$ cat src/rtl/seven_segment_scanner.sv
// Time-multiplexed seven-segment driver: round-robin digit scan with dead time,
// nibble decode, leading-zero blanking and tear-free frame-boundary updates.
module seven_segment_scanner #(
  parameter int DIGITS         = 4,
  parameter int REFRESH_DIV    = 50000,
  parameter int DEAD_CYCLES    = 1,
  parameter int SEG_ACTIVE_LOW = 0,
  parameter int AN_ACTIVE_LOW  = 0
) (
  input  logic                  clk,
  input  logic                  rst_n,
  input  logic [4*DIGITS-1:0]   value,
  input  logic [DIGITS-1:0]     dp_mask,
  input  logic                  load,
  input  logic                  hex_en,
  input  logic                  lz_blank,
  output logic [6:0]            seg,
  output logic                  dp,
  output logic [DIGITS-1:0]     an,
  output logic                  upd_done
);

  localparam int   CNT_W   = (REFRESH_DIV > 1) ? $clog2(REFRESH_DIV) : 1;
  localparam int   IDX_W   = (DIGITS > 1) ? $clog2(DIGITS) : 1;
  localparam logic SEG_INV = (SEG_ACTIVE_LOW != 0);
  localparam logic AN_INV  = (AN_ACTIVE_LOW != 0);

  logic [CNT_W-1:0]    r_cnt;
  logic [IDX_W-1:0]    r_idx;
  logic [4*DIGITS-1:0] r_disp, r_pend;
  logic [DIGITS-1:0]   r_disp_dp, r_pend_dp;
  logic                r_pending;
  logic [6:0]          r_seg;
  logic                r_dp;
  logic [DIGITS-1:0]   r_an;
  logic                r_upd;

  logic                w_slot_end, w_frame_end, w_dead, w_nz, w_blank, w_dpsel;
  logic [3:0]          w_nib;
  logic [6:0]          w_seg;
  logic [DIGITS-1:0]   w_hot;

  function automatic logic [6:0] f_decode(input logic [3:0] n, input logic hex);
    logic [6:0] s;
    case (n)
      4'h0: s = 7'b0111111;
      4'h1: s = 7'b0000110;
      4'h2: s = 7'b1011011;
      4'h3: s = 7'b1001111;
      4'h4: s = 7'b1100110;
      4'h5: s = 7'b1101101;
      4'h6: s = 7'b1111101;
      4'h7: s = 7'b0000111;
      4'h8: s = 7'b1111111;
      4'h9: s = 7'b1101111;
      4'hA: s = 7'b1110111;
      4'hB: s = 7'b1111100;
      4'hC: s = 7'b0111001;
      4'hD: s = 7'b1011110;
      4'hE: s = 7'b1111001;
      default: s = 7'b1110001;
    endcase
    if (n > 4'd9 && !hex) s = '0;
    return s;
  endfunction

  assign w_slot_end  = (r_cnt == CNT_W'(REFRESH_DIV - 1));
  assign w_frame_end = w_slot_end && (r_idx == IDX_W'(DIGITS - 1));
  assign w_dead      = int'(r_cnt) < DEAD_CYCLES;
  assign w_hot       = DIGITS'(1) << r_idx;

  // w_nz: any nonzero nibble at or above the scanned digit, so the digit is a leading zero otherwise
  always_comb begin
    w_nib   = '0;
    w_dpsel = 1'b0;
    w_nz    = 1'b0;
    for (int unsigned k = 0; k < DIGITS; k++) begin
      if (k == 32'(r_idx)) begin
        w_nib   = r_disp[4*k +: 4];
        w_dpsel = r_disp_dp[k];
      end
      if (k >= 32'(r_idx) && r_disp[4*k +: 4] != 4'd0) w_nz = 1'b1;
    end
    w_blank = lz_blank && (r_idx != '0) && !w_nz;
    w_seg   = w_blank ? '0 : f_decode(w_nib, hex_en);
  end

  always_ff @(posedge clk or negedge rst_n) begin
    if (!rst_n) begin
      r_cnt <= '0;
      r_idx <= '0;
    end else if (w_slot_end) begin
      r_cnt <= '0;
      r_idx <= (r_idx == IDX_W'(DIGITS - 1)) ? '0 : r_idx + IDX_W'(1);
    end else begin
      r_cnt <= r_cnt + CNT_W'(1);
    end
  end

  // A load landing on the frame boundary bypasses pend and goes straight to disp
  always_ff @(posedge clk or negedge rst_n) begin
    if (!rst_n) begin
      r_disp    <= '0;
      r_disp_dp <= '0;
      r_pend    <= '0;
      r_pend_dp <= '0;
      r_pending <= 1'b0;
      r_upd     <= 1'b0;
    end else begin
      r_upd <= 1'b0;
      if (w_frame_end) begin
        if (load) begin
          r_disp    <= value;
          r_disp_dp <= dp_mask;
        end else if (r_pending) begin
          r_disp    <= r_pend;
          r_disp_dp <= r_pend_dp;
        end
        r_pending <= 1'b0;
        r_upd     <= load | r_pending;
      end else if (load) begin
        r_pend    <= value;
        r_pend_dp <= dp_mask;
        r_pending <= 1'b1;
      end
    end
  end

  always_ff @(posedge clk or negedge rst_n) begin
    if (!rst_n) begin
      r_an  <= {DIGITS{AN_INV}};
      r_seg <= {7{SEG_INV}};
      r_dp  <= SEG_INV;
    end else if (w_dead) begin
      r_an  <= {DIGITS{AN_INV}};
      r_seg <= {7{SEG_INV}};
      r_dp  <= SEG_INV;
    end else begin
      r_an  <= w_hot ^ {DIGITS{AN_INV}};
      r_seg <= w_seg ^ {7{SEG_INV}};
      r_dp  <= w_dpsel ^ SEG_INV;
    end
  end

  assign seg      = r_seg;
  assign dp       = r_dp;
  assign an       = r_an;
  assign upd_done = r_upd;

endmodule

$ cat config.mk
export PLATFORM = sky130hd
export DESIGN_NAME = seven_segment_scanner
export DESIGN_NICKNAME = d
export VERILOG_FILES = /design/src/rtl/seven_segment_scanner.sv
export SDC_FILE = /design/constraint.sdc
export NUM_CORES = 1
export LEC_CHECK = 0
export ABC_AREA = 0
export BUFFER_PORTS_ARGS = -buffer_cell sky130_fd_sc_hd__buf_2
export CAP_MARGIN = 20
export CORE_ASPECT_RATIO = 1.75
export CORE_MARGIN = 3
export CORE_UTILIZATION = 53
export DETAILED_ROUTE_END_ITERATION = 8
export HOLD_SLACK_MARGIN = 0.05
export PLACE_DENSITY = 0.76
export SLEW_MARGIN = 20
export SYNTH_ARGS = -nofsm -noshare
export SYNTH_HDL_FRONTEND = slang
export SYNTH_SLANG_ARGS = --single-unit
$ cat constraint.sdc
create_clock -name clk -period 2.9 [get_ports clk]
set_clock_uncertainty 0.2 [all_clocks]
set_input_delay 0.145 -clock clk [delete_from_list [all_inputs] [get_ports clk]]
set_output_delay 0.145 -clock clk [all_outputs]
set_load 0.02 [all_outputs]
# Word level (Yosys, flattened, before mapping)
# Memory sizes are Yosys's and may differ from the RTL's.
# Index checks and enable logic that the tools add are counted.
dict set report classes {
  n_reduce_logical 19
  n_eq_ne 5
  n_shift 1
  div 0
  mul 0
  bitwise_logic 2
  magnitude_cmp 5
  mux 26
  add_sub_neg 2
}
# op n
set op_table {}
lappend op_table {{$mux 16} 3}
lappend op_table {{$mux 4} 7}
lappend op_table {{$mux 7} 3}
lappend op_table {{$add 16x1->16 const B} 1}
lappend op_table {{$eq 16x16->1 const B} 1}
lappend op_table {{$lt 16x1->1 const B} 1}
lappend op_table {{$reduce_bool 4->1} 4}
lappend op_table {{$mux 1} 12}
lappend op_table {{$logic_and 1x1->1} 7}
lappend op_table {{$reduce_bool 2->1} 3}
lappend op_table {{$eq 2x2->1 const A} 2}
lappend op_table {{$ge 1x2->1 const A} 2}
lappend op_table {{$gt 4x4->1 const B} 1}
lappend op_table {{$reduce_and 2->1} 2}
lappend op_table {{$shl 1x2->4 const A} 1}
lappend op_table {{$add 2x1->2 const B} 1}
lappend op_table {{$eq 1x2->1 const A} 1}
lappend op_table {{$eq 2x2->1 const B} 1}
lappend op_table {{$ge 2x2->1 const A} 1}
lappend op_table {{$logic_not 1->1} 2}
lappend op_table {{$logic_not 2->1} 1}
lappend op_table {{$mux 2} 1}
lappend op_table {{$not 1->1} 1}
lappend op_table {{$or 1x1->1} 1}
dict set report word_totals {
  mem_bits_ro 112
  out_inout_bits 13
  elab_cells 72
  latch_bits 0
  memories 1
  inputBits 25
  ramBits 0
  ff_bits 72
}
# memory depth word_bits rd rd_clocked_by_memory_dff write_ports line
set mem_list {}
lappend mem_list {{(name not given)} 16 7 1 0 0 45} ;# case (n)

# Longest topological paths before layout
# Gate-level depths: netlist of run 1.
dict set report logic_depth {
  depth_word 10
  ltp_mapped 12
}

# Least setup slack after synthesis of run 1
# Ideal clock, no wire load.
dict set report synth_timing {
  kind {register to register}
  start {register r_idx[0]}
  end {register r_seg[3] (netlist: seg[3])}
  setup_ps 143
  stages_incl_launch_ff 12
  arrival_time_ps 2622
  n_path_buf 1
  path_slack_ps -65
  synth_period_minus_slack_ps 2965
  cell_sequence {dfrtp_1 -> inv_1 -> ha_1 -> buf_2 -> inv_1 -> o311ai_1 -> inv_1 -> ha_1 -> nor2_1 -> nor2_1 -> o311ai_2 -> nor3_1}
}
dict set report synth_between {
  elab_chain_cells 10
  elab_cells_between_ends 28
  classes_between {order compare: 4; eq/ne: 3; mux: 11; reduce/logical: 9; memory: 1}
}
# element line
set synth_rtl {}
lappend synth_rtl {{start, declared} 29} ;# logic [IDX_W-1:0] r_idx;
lappend synth_rtl {{start signal, assigned} 94} ;# r_idx <= (r_idx == IDX_W'(DIGITS - 1)) ? '0 : r_idx + IDX_W'(1);
lappend synth_rtl {{$logic_not 2->1 / $ge 1x2->1 (equally long branches)} {78, 82}}
lappend synth_rtl {{$mux 4 / $logic_and 1x1->1 (equally long branches)} {78, 82}}
lappend synth_rtl {{$mux 4 / $mux 1 (equally long branches) (3 in series)} {78, 82}}
lappend synth_rtl {{$gt 4x4->1 / $mux 1 (equally long branches)} {63, 82}}
lappend synth_rtl {{$logic_and 1x1->1 / $logic_not 1->1 (equally long branches)} {63, 84}}
lappend synth_rtl {{$mux 7 / $logic_and 1x1->1 (equally long branches)} {63, 84}}
lappend synth_rtl {{$mux 7 (*)} 85} ;# w_seg = w_blank ? '0 : f_decode(w_nib, hex_en);
lappend synth_rtl {{$mux 7 (*)} 134} ;# end else if (w_dead) begin
lappend synth_rtl {{end signal, assigned} 132} ;# r_seg <= {7{SEG_INV}};
lappend synth_rtl {{end signal, assigned} 136} ;# r_seg <= {7{SEG_INV}};
lappend synth_rtl {{end signal, assigned} 140} ;# r_seg <= w_seg ^ {7{SEG_INV}};
lappend synth_rtl {{end, declared} 33} ;# logic [6:0] r_seg;
# Every way passes the cells marked *; elsewhere a longest branch is shown, timed or not.
# A chain may end at the register's enable or synchronous reset.

# Final worst setup path of run 1
dict set report layout_timing {
  start {register r_idx[1]}
  end {register r_seg[6] (netlist: seg[6])}
}
# Same word-level chain as after synthesis.

==> metrics.txt, run 1 <==
crit-path max FO 9; P&R area growth vs syn 22.6%; Total GRT Usage 0.213; pwr dens 477 nW/um^2; asr flop ratio synth 1.00; via count 2,462; routed wire length 7160 um; top-count cell post-synth dfrtp_1; DRT Pass-1 Iters 4; Ys Warns 0; crit share post-route 0.964; Worst EP arrival 2.81 ns; maxcap violations 0; Crit Path Class reg2reg; Seq/Total Area, Yosys 0.495; Non-Filler Instances 442; core area 6590 sq um; IO Count 38; status complete, no violations; final worst slack 0.104 ns; EDFF count, synth 0; number of fill cells 493; drc violations 0; DR WL/cell 16.2 um; share of layout cells above drive strength 1 0.369; Post-Synthesis Cells 293; post-synth cell types 46; Finished Cell Area 4470 sq um; top_reg_cell synth dfrtp_1; clk slew on worst S/H paths 0.05 ns; post-synth top area cell dfrtp_1; Die ar. 7940 sq um; Chip Height 116 um; register bit count reported by yosys 72; Final setup viols 0; initial antenna violation count 0; first-pass GRT wire length 12,500 um; syn_nets 331; ANT nets after route 0; Rows 39; Max Clk Rate 358 MHz; crit start category flip-flop; Clock Path Buffers 2; metal2 WL 3970 um; top sig layer met4; H-tree depth 3; Min Clock Period, post-route 2.80 ns; Fin Setup TNS 0 ns; Crit path required time 2.92 ns; Post-DP HPWL 4870 um; # clock sinks 72; placed insts 405; Mapped Area 3640 sq um; LEAKAGE 0.00215 uW; largest net degree at the start of global routing 73; DP Worst Slack -0.0859 ns; number of global-route vias before repair 2,693; RR Endpoint seg[6]; Die Wd 68.7 um; worst-skew pair later-pin latency 0.33 ns; placed instance area 3910 sq um; Worst Setup End Kind flip-flop; FF-to-FF path depth 12; total CTS buffers 9; clock root buffer clkbuf_16; Worst Hold Class in2async; fin nets 397; CTS tree yes; Starting Density 0.553; Slew Limit Fails 0; IR drop worst, VDD 0.000458 V; DRT met1 WL 2620 um; WL met3 266 um; r2r setup slk 0.10 ns; syn avg cell area 12.4 sq um; Max transition margin 0.581; antenna diode count 0; Area contributors post-synth dfrtp_1, mux2_2, mux2_4; Worst Tran Pin Value 0.624 ns; most frequent cells after synthesis dfrtp_1, mux2_2, nor2_1; endpoints failing hold 0; vias per inst 5.57; I/O Buffers 37; Detailed Route Iter0 Violations 145; Final Wtd Congestion 0.965; worst r2r src r_idx[1]; total global routing overflow 0; top-area cell type share of the netlist area 0.495
==> cells in the final DEF (no fill, tap or decap), drive strengths merged, types with 2 or more instances in the layout <==
master / count
nand2: 11
nand3b: 3
o21ai: 6
nor3b: 2
nand3: 7
nor3: 5
inv: 10
nor4b: 2
buf: 45
nor2: 25
a211oi: 6
mux2i: 6
o311ai: 2
nand4: 3
mux2: 58
dlygate4sd3: 22
xnor2: 5
ha: 13
xor2: 9
clkbuf: 10
dfrtp: 72
and2: 4
clkinv: 2
nor4: 5
a21oi: 4
nor2b: 5
a221oi: 4
and3: 2
a211o: 2
==> how the worst max path moves through the flow <==
stage,startpoint,endpoint,slack [ns],depth (start not counted)
CTS,r_idx[0],seg[2],0.005,11
global route,r_idx[0],seg[6],-0.03,11
floorplan,r_idx[0],seg[3],0.16,11
finish,r_idx[1],seg[6],0.10,12
global placement,r_idx[1],seg[2],0.12,11
detailed placement,r_idx[1],seg[2],-0.09,11
==> report_power, final <==
group	leakage, uW	internal, uW	switching [uW]
logic	0.00112	84.5	57.5
clock network	0.000126	578	366
registers	0.000897	1030	11.9
total	0.00215	1700	435
==> metrics by stage <==
stage                     power [uW]   util  hold WS (ns)
after detailed placement        1190  0.594       0.00592
after floorplan                 1130      -        -0.351
after global routing            2210  0.678         0.235
after global placement          1180  0.594      -0.00169
final                           2130  0.678         0.163
after CTS                       2160  0.669         0.187
==> cell families (layout without fill, tap and decap cells) <==
group / Yosys count / in the layout / synth area share
xor gates and xnor gates: 14 / 14 / 0.0337
and+or+nand+nor: 78 / 78 / 0.117
muxes: 64 / 64 / 0.215
AOI/OAI and AO/OA: 30 / 30 / 0.0639
DFF: 72 / 72 / 0.495
adders and majority gates: 13 / 13 / 0.0447
buffers and inverters: 22 / 89 / 0.0302
==> state kept, by name, indices dropped and copies added, names as in the netlist <==
name / flops
r_disp_dp: 4
r_pend: 16
r_idx: 2
upd_done: 1
r_pend_dp: 4
r_pending: 1
r_cnt: 16
seg: 7
r_disp: 16
dp: 1
an: 4
==> layer usage <==
metal | vias up | track usage
met2 | 67 | 0.372
met5 | - | 0
met4 | 0 | 0.133
met3 | 21 | 0.0378
met1 | 1197 | 0.228
li1 | 1177 | -
==> critical path, stage by stage (launching register included) <==
cell and delay [ns]:
dfrtp_1 0.42, buf_4 0.16, ha_1 0.28, a211oi_2 0.24, o21ai_0 0.15, o311ai_2 0.10, buf_4 0.20, ha_1 0.20
nor2_1 0.06, nor2_2 0.13, o311ai_4 0.11, buf_4 0.19, a221oi_1 0.24
==> repair_timing <==
action / 4_1_cts / 5_1_grt
buffers inserted: 0 / 3
pin swaps: 0 / 1
setup endpoints to repair: 7 / 7
hold endpoints to repair: 113 / 0
hold buffers: 22 / 0
resized for setup: 4 / 10
==> cell type report <==
cell class                 count  area (sq um)  area share
sequential                    72          1800       0.404
multi-input combinational    199          1800       0.402
timing repair buffer          67           478       0.107
clock buffer                  10           239      0.0535
tap                           82           103      0.0230
inverter                      10          37.5     0.00841
clock inverter                 2          10.0     0.00224
No activity file was read; power rests on OpenSTA's default activity.
==> inputs of run 2 (changes only) <==
Settings changed: CORE_UTILIZATION 53 to 54, PLACE_DENSITY 0.76 to 0.74.
Clock period 2.9 ns to 3 ns, I/O delays scaled along.
==> metrics.txt, run 2 (synthesis results as in run 1) <==
Max transition margin 0.570 (-0.0107); post-CTS setup buffer count 0 (unchanged); P&R area growth vs syn 21.6%; pwr dens 480 nW/um^2 (+0.56%); Die ar. 7800 sq um (-1.7%); status complete, no violations; crit path cell chain inv_1 > ha_1 > nor2b_1 > a221o_1 > a22o_1 > inv_2 > ha_1 > nor2_1 > nor2_1 > o311ai_4 > a221oi_1; Chip Height 115 um (-0.88%); Non-Filler Instances 440 (-0.45%); LEAKAGE 0.00213 uW (-0.53%); Post-DP HPWL 5010 um (+2.8%); Worst EP arrival 2.83 ns (+0.02 ns); setup repair after global routing missed its margin yes; ANT nets after route 0 (unchanged); slowest stage delay, CP 0.41 ns (about the same); core area 6540 sq um (-0.74%); placed insts 405 (unchanged); Final setup viols 0 (unchanged); clock root buffer clkbuf_16; slowest CP cell dfrtp_1; Worst Tran Pin Value 0.644 ns (+0.0198 ns); IO Count 38 (unchanged); crit-path max FO 7 (-2); via count 2,443 (-0.77%); maxcap violations 0 (unchanged); crit share post-route 0.934 (-0.0298); final worst slack 0.197 ns (+0.0929 ns); Regs by FF count r_cnt x16, r_disp x16, r_pend x16; Fin Setup TNS 0 ns (unchanged); most frequent cells in the layout dfrtp_1, mux2_2, buf_2; first-pass GRT wire length 12,000 um (-3.9%); Starting Density 0.557 (+0.00412); # clock sinks 72 (unchanged); routed wire length 7100 um (-0.85%); Worst Hold Class in2reg; Detailed Route Iter0 Violations 159 (+9.7%); Clock Path Buffers 2 (unchanged); initial antenna violation count 0 (unchanged); Die Wd 68.1 um (-0.85%); vias per inst 5.55 (-0.32%); total power 2130 uW (-0.28%); placed instance area 3910 sq um (-0.19%); IR drop worst, VDD 0.000390 V (-15%); DP Worst Slack 0.0787 ns (+0.165 ns); total CTS buffers 9 (unchanged); most common library cell in the layout ignoring fill and taps dfrtp_1; Total GRT Usage 0.211 (-0.00208); Slew Limit Fails 0 (unchanged); antenna diode count 0 (unchanged); Finished Cell Area 4430 sq um (-0.84%); worst-skew pair later-pin latency 0.33 ns (about the same); DRT Pass-1 Iters 4 (unchanged); drc violations 0 (unchanged); CTS tree yes; largest net degree at the start of global routing 46 (-37%); number of global-route vias before repair 2,542 (-5.6%); endpoints failing hold 0 (unchanged); H-tree depth 3 (unchanged); Final Wtd Congestion 0.931 (-3.5%); Worst Setup End Kind flip-flop; Crit Path Class reg2reg; I/O Buffers 37 (unchanged); Rows 39 (unchanged); total global routing overflow 0 (unchanged); Min Clock Period, post-route 2.80 ns (+0.00711 ns); clk slew on worst S/H paths 0.05 ns (about the same); Max Clk Rate 357 MHz (-0.25%); Crit path required time 3.03 ns (+0.11 ns); share of layout cells above drive strength 1 0.344 (-0.0259); DR WL/cell 16.1 um (-0.40%); fin nets 393 (-1.0%); crit start category flip-flop
-- run 2: final timing paths --
path	start	to	slack, ns	cells past startpoint
min	hex_en	seg[0]	0.06	3
min in group asynchronous	rst_n	r_cnt[7]	0.17	2
max in group asynchronous	rst_n	r_disp[12]	1.77	3
max reg2reg	r_idx[0]	seg[6]	0.20	11
min reg2reg	r_pend[4]	r_pend[4]	0.30	1
max	r_idx[0]	seg[6]	0.20	11
-- run 2: per-layer routing --
metal / GRT usage / share of wire / up-vias
met1: 0.230 / 0.38 / 1214
li1: - / - / 1165
met3: 0.0511 / 0.032 / 17
met5: 0 / 0 / -
met4: 0.110 / 0.030 / 0
met2: 0.365 / 0.55 / 47
-- run 2: critical path: cells and delay by family, from the launching register on --
family	cells	cell delay [ns]
DFF	1	0.41
and+or+nand+nor	3	0.40
AOI/OAI and AO/OA	4	1.01
buffers and inverters	2	0.23
adders and majority gates	2	0.47
-- run 2: what timing repair did --
| item | CTS | global route |
|---|---|---|
| endpoints found under the hold margin | 67 | 0 |
| resized for setup | 0 | 7 |
| setup endpoints to repair | 0 | 7 |
| hold buffers | 21 | 0 |
-- run 2: final cells by class --
type,count,area (sq um)
Clock buffer,14,274
Fill cell,505,2110
Inverter,10,37.5
Multi-Input combinational cell,199,1770
Sequential cell,72,1800
Tap cell,82,103
Timing Repair Buffer,63,445
-- run 2: power breakdown --
group          total (uW)  internal, uW  leakage [uW]  switching (uW)
logic                 137          80.7       0.00110            56.6
registers            1010          1000      0.000899            11.6
clock network         977           618      0.000135             359
total                2130          1700       0.00213             427
-- run 2: through the flow --
stage | hold WS, ns | utilization
after floorplan | -0.346 | -
after global placement | 0.00910 | 0.597
after detailed placement | 0.0103 | 0.597
after CTS | 0.0833 | 0.671
after global routing | 0.119 | 0.677
final | 0.0629 | 0.677
==> inputs of run 3 (changes only) <==
Settings changed: REMOVE_ABC_BUFFERS set to 1.
==> metrics.txt, run 3 (synthesis results as in run 1) <==
status complete, no violations; Slew Limit Fails 0 (unchanged); slowest stage delay, CP 0.41 ns (about the same); Final setup viols 0 (unchanged); share of power burned in registers 0.455 (-0.021); Non-Filler Instances 444 (+0.91%); placed insts 406 (+0.25%); clock network power share 0.484 (+0.024); crit-path max FO 7 (unchanged); CTS tree yes; IO Count 38 (unchanged); crit path cell chain inv_1 > ha_1 > nor2b_1 > a221o_1 > a22o_1 > inv_1 > ha_2 > nor2_1 > nor2_2 > o311ai_4 > a221oi_1; fin nets 395 (+0.51%); ANT nets after route 0 (unchanged); largest net degree at the start of global routing 31 (-33%); portion of total power attributed to combinational logic 0.061 (-0.004); P&R area growth vs syn 22.1%; register area 1800 sq um (unchanged); # clock sinks 72 (unchanged); Sw Share 0.206 (+0.00525); Max transition margin 0.663 (+0.0924); vias per inst 5.45 (-1.8%); core area 6540 sq um (unchanged); pwr dens 500 nW/um^2 (+4.1%); IR drop worst, VDD 0.000560 V (+43%); Crit Path Class reg2reg; Chip Height 115 um (unchanged); Worst Tran Pin Value 0.506 ns (-0.139 ns); DR WL/cell 16.1 um (-0.23%); Multi-input gate area 1750 sq um (-0.99%); Min Clock Period, post-route 2.86 ns (+0.0526 ns); share of layout cells above drive strength 1 0.354 (+0.0100); via count 2,421 (-0.90%); first-pass GRT wire length 11,800 um (-1.6%); Max Clk Rate 350 MHz (-1.8%); Top cell by count, worst path inv_1; Worst Hold Class in2reg; drc violations 0 (unchanged); worst-skew pair later-pin latency 0.33 ns (about the same); initial antenna violation count 0 (unchanged); number of global-route vias before repair 2,480 (-2.4%); crit-path leading delay family compound AO/OA/AOI/OAI gates; crit share post-route 0.952 (+0.0175); DRT Pass-1 Iters 5 (+1); most common library cell in the layout ignoring fill and taps dfrtp_1; Clock Path Buffers 2 (unchanged); Die Wd 68.1 um (unchanged); endpoints failing hold 0 (unchanged); clk slew on worst S/H paths 0.06 ns (about the same); total CTS buffers 9 (unchanged); P_int 1760 uW (+3.9%); slowest CP cell dfrtp_1; Total GRT Usage 0.206 (-0.00476); Psw 458 uW (+7.3%); Regs by FF count r_cnt x16, r_disp x16, r_pend x16; routed wire length 7150 um (+0.68%); setup repair after global routing missed its margin no; Min Hold Slack 0.0518 ns (-0.0111 ns); clock root buffer clkbuf_16; Worst Setup End Kind flip-flop; Final Wtd Congestion 0.904 (-2.9%); number of fill cells 490 (-3.0%); maxcap violations 0 (unchanged); Worst EP arrival 2.87 ns (+0.04 ns); Post-DP HPWL 4940 um (-1.3%); LEAKAGE 0.00214 uW (+0.40%); crit start category flip-flop; most frequent cells in the layout dfrtp_1, mux2_2, buf_2; antenna diode count 0 (unchanged); H-tree depth 3 (unchanged); Rows 39 (unchanged); total global routing overflow 0 (unchanged); Crit path required time 3.02 ns (about the same); Starting Density 0.557 (unchanged); I/O Buffers 37 (unchanged); crit path buf inv count 2 (unchanged); Detailed Route Iter0 Violations 90 (-43%); Die ar. 7800 sq um (unchanged)
run 3: changes by cell type in the layout (fill, tap and decap cells not counted), moves of 2 or more:
cell	delta
ha_2	+2
a221oi_1	+2
clkbuf_1	-2
a221oi_2	-2
buf_4	+3
clkinvlp_4	+2
clkinv_2	+2
run 3: power groups by stage:
stage | clock network (uW) | logic, uW | registers (uW)
final | 1080 | 136 | 1010
after CTS | 1100 | 138 | 1010
after global placement | 0 | 113 | 1030
after detailed placement | 0 | 116 | 1030
after global routing | 1140 | 152 | 1010
after floorplan | 0 | 62.5 | 1020
run 3: path summary, 6_finish.rpt:
check                      slack [ns]         end      start  cells after the start
max in group asynchronous        1.75  r_disp[14]      rst_n                      3
min in group asynchronous        0.11    upd_done      rst_n                      2
setup / recovery                 0.14      seg[5]   r_idx[1]                     11
hold reg to reg                  0.30   r_pend[1]  r_pend[1]                      1
setup reg to reg                 0.14      seg[5]   r_idx[1]                     11
hold / removal                   0.05      seg[0]     hex_en                      3
run 3: repair_timing:
item / CTS / global route
hold buffers: 21 / 0
resized for setup: 0 / 5
hold endpoints to repair: 82 / 0
endpoints found under the setup margin: 0 / 7
buffers inserted: 0 / 1
run 3: cell type report:
| class | count | area share |
|---|---|---|
| clock buffers | 11 | 0.0568 |
| flip-flops and latches | 72 | 0.405 |
| multi-input cells | 199 | 0.393 |
| well taps | 82 | 0.0231 |
| inverters | 10 | 0.00844 |
| clock inverters | 5 | 0.0124 |
| repair buffers | 65 | 0.101 |
run 3: worst register-to-register path, delay by kind of cell, from the launching register on:
family | cells | cell delay [ns]
compound gates | 4 | 0.98
simple gates | 3 | 0.37
buf+inv | 2 | 0.26
fa+ha+maj | 2 | 0.52
flops | 1 | 0.41
run 3: metal layers:
| layer | track usage | vias up | wire length, um |
|---|---|---|---|
| met2 | 0.350 | 47 | 3860 |
| li1 | - | 1170 | - |
| met4 | 0.0969 | 0 | 179 |
| met1 | 0.236 | 1191 | 2890 |
| met3 | 0.0511 | 13 | 220 |
| met5 | 0 | - | 0 |
run 3: metrics by stage:
stage / total power (uW) / cell area, sq um / TNS (ns) / worst slack [ns] / util
floorplan: 1090 / 3570 / -0.915 / -0.0482 / -
global placement: 1140 / 3900 / 0 / 0.188 / 0.597
detailed placement: 1140 / 3900 / 0 / 0.0608 / 0.597
CTS: 2240 / 4420 / 0 / 0.0311 / 0.676
global route: 2300 / 4450 / 0 / 0.0116 / 0.680
finish: 2220 / 4450 / 0 / 0.144 / 0.680
